[src/rtl/bc_clr_en_reg_rr_arbiter.sv]
// Round-robin arbitrated access to one shared clear/enable register.
// Grant is combinational and the register, update strobe, source tag and saturating counter are registered.
module bc_clr_en_reg_rr_arbiter #(
    parameter int               NUM_REQ  = 4,
    parameter int               WIDTH    = 32,
    parameter logic [WIDTH-1:0] INI_DATA = WIDTH'(1),
    parameter int               CNT_W    = 16
) (
    input  logic                       clk,
    input  logic                       rst,
    input  logic                       iClrAll,
    input  logic [NUM_REQ-1:0]         iReqVld,
    input  logic [NUM_REQ-1:0]         iReqClr,
    input  logic [NUM_REQ*WIDTH-1:0]   iReqDat,
    output logic [NUM_REQ-1:0]         oReqRdy,
    output logic [$clog2(NUM_REQ)-1:0] oGntIdx,
    output logic [WIDTH-1:0]           oDat,
    output logic                       oUpdVld,
    output logic [$clog2(NUM_REQ):0]   oUpdSrc,
    output logic [CNT_W-1:0]           oUpdCnt
);

    localparam int IDX_W = $clog2(NUM_REQ);
    localparam int SRC_W = IDX_W + 1;

    // Handshake: requester k presents iReqVld[k] with iReqClr[k]/iReqDat[k]; a transfer
    // happens in any cycle where iReqVld[k] & oReqRdy[k]. Valid may drop without ready.
    logic [IDX_W-1:0] ptr_q, ptr_d;
    logic [WIDTH-1:0] dat_q, dat_d;
    logic             upd_vld_q, upd_vld_d;
    logic [SRC_W-1:0] upd_src_q, upd_src_d;
    logic [CNT_W-1:0] cnt_q, cnt_d;

    int               cand;
    logic [IDX_W-1:0] cand_idx;
    logic             gnt_found;
    logic [IDX_W-1:0] gnt_idx;
    logic [NUM_REQ-1:0] gnt_oh;
    logic [WIDTH-1:0] gnt_dat;
    logic             gnt_clr;
    logic             xfer;

    // Search starts at the pointer and wraps, so the last winner has lowest priority.
    always_comb begin
        cand      = 0;
        cand_idx  = '0;
        gnt_found = 1'b0;
        gnt_idx   = '0;
        for (int i = 0; i < NUM_REQ; i++) begin
            cand = int'(ptr_q) + i;
            if (cand >= NUM_REQ) begin
                cand = cand - NUM_REQ;
            end
            cand_idx = IDX_W'(cand);
            if (!gnt_found && iReqVld[cand_idx]) begin
                gnt_found = 1'b1;
                gnt_idx   = cand_idx;
            end
        end
    end

    always_comb begin
        gnt_oh  = '0;
        gnt_dat = '0;
        gnt_clr = 1'b0;
        for (int k = 0; k < NUM_REQ; k++) begin
            if (gnt_idx == IDX_W'(k)) begin
                gnt_oh[k] = 1'b1;
                gnt_dat   = iReqDat[k*WIDTH +: WIDTH];
                gnt_clr   = iReqClr[k];
            end
        end
    end

    assign oReqRdy = (gnt_found && !iClrAll && !rst) ? gnt_oh : '0;
    assign oGntIdx = gnt_idx;
    assign xfer    = |(oReqRdy & iReqVld);

    // A global clear beats any requester and leaves the round-robin pointer alone.
    always_comb begin
        ptr_d     = ptr_q;
        dat_d     = dat_q;
        upd_vld_d = 1'b0;
        upd_src_d = upd_src_q;
        cnt_d     = cnt_q;
        if (iClrAll) begin
            dat_d     = INI_DATA;
            upd_vld_d = 1'b1;
            upd_src_d = SRC_W'(NUM_REQ);
        end else if (xfer) begin
            dat_d     = gnt_clr ? INI_DATA : gnt_dat;
            upd_vld_d = 1'b1;
            upd_src_d = {1'b0, gnt_idx};
            ptr_d     = (gnt_idx == IDX_W'(NUM_REQ - 1)) ? '0 : gnt_idx + IDX_W'(1);
        end
        if (upd_vld_d && (cnt_q != {CNT_W{1'b1}})) begin
            cnt_d = cnt_q + CNT_W'(1);
        end
    end

    always_ff @(posedge clk) begin
        if (rst) begin
            ptr_q     <= '0;
            dat_q     <= INI_DATA;
            upd_vld_q <= 1'b0;
            upd_src_q <= '0;
            cnt_q     <= '0;
        end else begin
            ptr_q     <= ptr_d;
            dat_q     <= dat_d;
            upd_vld_q <= upd_vld_d;
            upd_src_q <= upd_src_d;
            cnt_q     <= cnt_d;
        end
    end

    assign oDat    = dat_q;
    assign oUpdVld = upd_vld_q;
    assign oUpdSrc = upd_src_q;
    assign oUpdCnt = cnt_q;

endmodule

[config.mk]
export PLATFORM = sky130hd
export DESIGN_NAME = bc_clr_en_reg_rr_arbiter
export DESIGN_NICKNAME = d
export VERILOG_FILES = /design/src/rtl/bc_clr_en_reg_rr_arbiter.sv
export SDC_FILE = /design/constraint.sdc
export NUM_CORES = 1
export LEC_CHECK = 0
export ABC_AREA = 1
export BUFFER_PORTS_ARGS = -buffer_cell sky130_fd_sc_hd__buf_2
export CAP_MARGIN = 20
export CORE_ASPECT_RATIO = 1.5
export CORE_MARGIN = 5
export CORE_UTILIZATION = 45
export CTS_CLUSTER_DIAMETER = 30
export CTS_CLUSTER_SIZE = 24
export DETAILED_ROUTE_END_ITERATION = 6
export PLACE_DENSITY = 0.82
export SLEW_MARGIN = 20
export SYNTH_ARGS = -nofsm -noshare
export SYNTH_HDL_FRONTEND = slang
export SYNTH_SLANG_ARGS = --single-unit
[constraint.sdc]
create_clock -name clk -period 3.5 [get_ports clk]
set_clock_uncertainty 0.05 [all_clocks]
set_input_delay 0.35 -clock clk [delete_from_list [all_inputs] [get_ports clk]]
set_output_delay 0.35 -clock clk [all_outputs]
set_load 0.005 [all_outputs]
Word level (Yosys, flattened, before mapping)
Index checks and enable logic that the tools add are counted.

cells by class
  eq/ne operators = 4
  mux-type cells = 39
  order comparisons = 8
  bitwise logic cells = 2
  reductions and logical operators = 16
  $add $sub $neg = 9

operators by type and width
  cell                                                               count
  2-to-1 mux 32 bit                                                  5
  2-to-1 mux 1 bit                                                   18
  2-to-1 mux 2 bit                                                   9
  adder 16 x 1 -> 16 bit, second input constant                      1
  inequality test 16 bit, second input constant                      1
  less-than comparator 2 x 3 -> 1 bit, second input constant         4
  greater-or-equal comparator 3 bit, second input constant           3
  binary-select mux 1 bit (select 2 bit)                             4
  subtractor 2 x 1 -> 2 bit, second input constant                   4
  adder 2 x 2 -> 3 bit, second input constant                        2
  logical AND 1 bit                                                  6
  2-to-1 mux 3 bit                                                   2
  zero test 1 bit                                                    5
  AND 4 bit                                                          1
  equality test 2 bit, second input constant                         2
  2-to-1 mux 4 bit                                                   1
  OR reduction 4 bit                                                 1
  adder 2 x 1 -> 3 bit, second input constant                        1
  greater-or-equal comparator 2 x 3 -> 1 bit, second input constant  1
  adder 2 x 1 -> 2 bit, second input constant                        1
  equality test 2 x 1 -> 1 bit, second input constant                1
  zero test 2 bit                                                    1
  AND reduction 2 bit                                                1
  nonzero test 2 bit                                                 1
  other kinds (2)                                                    2

storage, ports and cells
  flip-flop bits (word level) = 54
  input bits = 139
  word-level logic and storage cells = 84

Longest topological paths before layout
  depth in word-level cells = 22
  depth in mapped cells = 21

Worst setup path before layout
Ideal clock, no wire load.

  kind = register to register
  start = register ptr_q[0]
  end = register dat_q[30] (netlist: oDat[30])
  data required time = 3318 ps
  setup slack = 608 ps
  stages on the path, launching flop included = 20
  data arrival time = 2710 ps
  period minus slack after synthesis = 2892 ps
  setup time = 132 ps
  cells stage by stage = dfxtp_1 buf_4 nand2_1 nand2_1 nand2_1 and2_1 nand3b_1 o2111ai_1 o21ai_0 ha_1 clkbuf_1 nor2_1 a22oi_1 nand2_1 o211ai_1 nand2_1 clkbuf_1 inv_1 o211ai_1 a21oi_1

on the way
  longest elaborated chain between the ends = 20
  elaborated cells on any way between the ends = 59

ends and longest elaborated chain
  element                                                                        RTL line  text
  from (decl)                                                                    28        logic [IDX_W-1:0] ptr_q, ptr_d;
  from (signal assigned)                                                         109       ptr_q <= ptr_d;
  parallel branches: the longest is 20 deep, another holds adder 2 x 1 -> 3 bit  -
  to (signal assigned)                                                           110       dat_q <= dat_d;
  to (decl)                                                                      29        logic [WIDTH-1:0] dat_q, dat_d;

Parallel ways; which one is timed is not known. The select of a mux whose other input is x is not followed.
A chain may end at the register's enable or synchronous reset.

Final worst setup path
  start = register ptr_q[0]
  end = output oReqRdy[3]

on the way
  longest elaborated chain between the ends = 17
  elaborated cells on any way between the ends = 42

ends and longest elaborated chain
  element                                                                        RTL line  text
  parallel branches: the longest is 16 deep, another holds adder 2 x 1 -> 3 bit  -
  2-to-1 mux 4 bit *                                                             75        assign oReqRdy = (gnt_found && !iClrAll && !rst) ? gnt_oh : '0;
  to (decl)                                                                      15        output logic [NUM_REQ-1:0] oReqRdy,

Every way passes the cells marked *. The select of a mux whose other input is x is not followed.

==> out/results.md <==
- **outcome** completed
- **Total Nets Final** 854
- **maximum number of pins on one net before global-route repair** 64
- **Iteration-0 DRC Markers** 179
- **Detailed Route WL** 12200 um
- **launch point of the critical path** ptr_q[0]
- **Clock Tree Root** sky130_fd_sc_hd__clkbuf_16
- **first-pass iteration count of the detailed router** 5
- **family with the most delay on the worst path** buffers and inverters
- **count of different cell masters after synthesis** 33
- **critical path endpoint category** output port
- **post-synthesis average cell area** 6.52 um^2
- **most common cell after layout, fill and taps aside** sky130_fd_sc_hd__buf_2
- **Tightest Pin Transition** 0.918 ns
- **number of antenna violations at the first check in global routing** 0
- **critical path arrival** 2.87 ns
- **first-pass GRT wire length** 19400 um
- **pwr/cell area** 966 nW/um^2
- **min cycle time layout** 3.27 ns
- **critical path class** reg2out
- **Post-Layout Inst Area** 4720 um^2
- **GRT Util Overall** 24.7%
- **final number of hold-violating endpoints** 0
- **vias in the first global route** 4308
- **number of buffers inserted for hold repair after clock tree synthesis** 0
- **setup repair after global routing missed its margin** false
- **area enclosed by the die boundary** 9730 um^2
- **area growth from synthesis to layout** 34.0%
- **period utilisation layout** 93.4%
- **cell leakage power** 2.12 nW
- **Post-DP HPWL** 9560 um
- **area of placed instances** 4520 um^2
- **number of failing setup endpoints in the final timing report** 0
- **top cells by area in the synthesized netlist** sky130_fd_sc_hd__dfxtp_1 31%, sky130_fd_sc_hd__o21ai_0 10%, sky130_fd_sc_hd__nand2_1 9.8%
- **post-synth design cell area** 3520 um^2
- **Critical-path top delay cell** sky130_fd_sc_hd__dfxtp_2
- **number of levels the H-tree was split into** 2
- **standard-cell row count** 39
- **post-detailed-route via-to-cell ratio** 5.46
- **largest area contributor in the netlist** sky130_fd_sc_hd__dfxtp_1
- **width of the chip** 82.2 um
- **final design utilization** 62.0%
- **syn nets** 684
- **sequential area share after synthesis** 30.7%
- **Max transition margin** 38.7%
- **# diodes** 0
- **Clock Path Buffers** 2
- **final routed DRC violation total** 0
- **clock insertion delay at the later pin of the skew report** 0.29 ns
- **num ports** 197
- **buffer and inverter count on the worst path** 6
- **worst endpoint required time** 3.10 ns
- **commonest cells after routing, fill and taps aside** 196 x sky130_fd_sc_hd__buf_2, 92 x sky130_fd_sc_hd__nand2_1, 70 x sky130_fd_sc_hd__o21ai_0, 64 x sky130_fd_sc_hd__a21oi_1, 56 x sky130_fd_sc_hd__nor2_1
- **maximum frequency from static timing analysis** 306 MHz
- **Die Span Y** 118 um
- **Setup TNS Final** 0 ns
- **Synth Register Bits** 54
- **number of sinks on the clock net** 54
- **share of final-layout standard cells stronger than drive strength 1** 32.3%
- **core footprint** 7610 um^2
- **Yosys warnings** 0
- **count of mapped cells out of synthesis** 540
- **post-cts gate resize count** 2
- **Pins Over Slew Limit** 0
- **number of setup buffers added after CTS** 0
- **number of clock buffers inserted by TritonCTS** 5
- **Port Buffers** 196
- **most frequent cell on the critical path** sky130_fd_sc_hd__nand2_1
- **hold path startpoint** iClrAll
- **Worst Setup Slack post-DPL** 0.0738 ns
- **crit start category** register
- **slowest stage delay, CP** 0.43 ns
- **routed length per instance** 15.0 um
- **gpl congestion** 0.880
- **Remaining Overflow, GRT** 0
- **max-cap violations** 0
- **startpoint of the worst register-to-register path** ptr_q[0]
- **area fraction of the dominant cell type after synthesis** 30.7%
- **Cell Chain, Critical Path** inv_1 > nand2_1 > nand2_1 > nand2_1 > nand2_2 > nor2_4 > nand2_1 > o2111ai_1 > o21ai_2 > inv_1 > ha_1 > buf_12 > inv_1 > buf_6 > nor2_1 > buf_2
- **final worst setup slack** 0.231 ns
- **clock-pin slew on the worst setup and hold paths** 0.07 ns
- **worst min-delay path class** in2reg
- **number of routed nets with antenna violations** 0
- **CTS tree** done
- **Initial Utilization** 46.3%
- **overall via count from detail_route** 4437
- **worst vdd rail ir drop** 0.000601 V
- **highest fanout seen on the critical path** 34
## cells by family after synthesis
kind of cell / synth area share (%)
compound gates: 32.0
simple gates: 24.6
buf+inv: 7.74
flops: 30.7
xor+xnor: 3.23
fa+ha+maj: 1.78
## final cells by class
| cell class | instances | area, um^2 |
|---|---|---|
| sequential | 54 | 1080 |
| timing repair buffer | 204 | 1060 |
| inverter | 27 | 104 |
| clock inverter | 1 | 30.0 |
| tap | 102 | 128 |
| multi-input combinational | 418 | 2180 |
| fill | 710 | 2890 |
| clock buffer | 7 | 133 |
## worst reg2reg max path, stage by stage, from the launching register on
cell	delay, ns
sky130_fd_sc_hd__dfxtp_2	0.43
sky130_fd_sc_hd__inv_1	0.13
sky130_fd_sc_hd__nand2_1	0.09
sky130_fd_sc_hd__nand2_1	0.10
sky130_fd_sc_hd__nand2_1	0.08
sky130_fd_sc_hd__and2_1	0.16
sky130_fd_sc_hd__nand3b_1	0.18
sky130_fd_sc_hd__o2111ai_1	0.17
sky130_fd_sc_hd__o21ai_2	0.13
sky130_fd_sc_hd__inv_1	0.11
sky130_fd_sc_hd__ha_1	0.25
sky130_fd_sc_hd__nand4_1	0.13
sky130_fd_sc_hd__nand2_1	0.10
sky130_fd_sc_hd__nor2_4	0.25
sky130_fd_sc_hd__nand2_4	0.20
sky130_fd_sc_hd__nand2_4	0.22
sky130_fd_sc_hd__inv_1	0.08
sky130_fd_sc_hd__nor2_1	0.11
sky130_fd_sc_hd__nor2_1	0.06
## flip-flops by register name (all words and copies together) (netlist names)
signal	cells
ptr_q	2
oUpdCnt	16
oDat	32
oUpdVld	1
oUpdSrc	3
## layer usage
layer	global-route usage [%]	routed length, um	part of all wire, %	vias up
met3	5.78	1010	8.3	52
met2	41.6	6050	49	217
met5	0	0	0	-
li1	-	-	-	2201
met1	27.7	4510	37	1967
met4	13.4	656	5.4	0
## synth_stat cells
cell / n
sky130_fd_sc_hd__xnor2_1: 4
sky130_fd_sc_hd__o211ai_1: 2
sky130_fd_sc_hd__nand2_4: 2
sky130_fd_sc_hd__nand3b_1: 3
sky130_fd_sc_hd__o21ai_1: 27
sky130_fd_sc_hd__dfxtp_1: 54
sky130_fd_sc_hd__o31ai_1: 1
sky130_fd_sc_hd__ha_1: 5
sky130_fd_sc_hd__a22oi_1: 32
sky130_fd_sc_hd__buf_1: 2
sky130_fd_sc_hd__o2111ai_1: 1
sky130_fd_sc_hd__buf_4: 1
sky130_fd_sc_hd__nor3_1: 3
sky130_fd_sc_hd__a221oi_1: 1
sky130_fd_sc_hd__xor2_1: 9
sky130_fd_sc_hd__and2_1: 1
sky130_fd_sc_hd__a21oi_1: 64
sky130_fd_sc_hd__buf_6: 1
sky130_fd_sc_hd__buf_2: 5
sky130_fd_sc_hd__nand2_1: 92
sky130_fd_sc_hd__a21oi_2: 4
sky130_fd_sc_hd__nor2_1: 57
sky130_fd_sc_hd__nand2_2: 3
sky130_fd_sc_hd__nand4_1: 8
sky130_fd_sc_hd__nand3_1: 22
sky130_fd_sc_hd__nor2_4: 2
sky130_fd_sc_hd__o21ai_0: 71
sky130_fd_sc_hd__inv_1: 25
sky130_fd_sc_hd__nand3_2: 2
sky130_fd_sc_hd__inv_2: 2
sky130_fd_sc_hd__nor4_1: 1
sky130_fd_sc_hd__nor4_2: 1
sky130_fd_sc_hd__clkbuf_1: 32
## worst paths after layout
path / cells past startpoint / slack [ns] / endpoint
setup / recovery: 16 / 0.23 / oReqRdy[3]
hold / removal: 3 / 0.32 / oUpdSrc[2]
setup reg to reg: 18 / 0.35 / oUpdCnt[1]
hold reg to reg: 2 / 0.41 / oDat[0]
## power by group
group / internal (W) / switching, W
clock: 0.000339 / 0.000212
combinational: 0.00117 / 0.00209
sequential: 0.000686 / 0.0000650
total: 0.00220 / 0.00236
## metrics by stage
step                total power (W)  hold WS (ns)  cells
floorplan                   0.00317         0.406    540
global placement            0.00385         0.392    805
detailed placement          0.00392         0.398    805
CTS                         0.00449         0.317    813
global route                0.00506         0.331    813
finish                      0.00456         0.321    813
No activity file was read; power rests on OpenSTA's default activity.
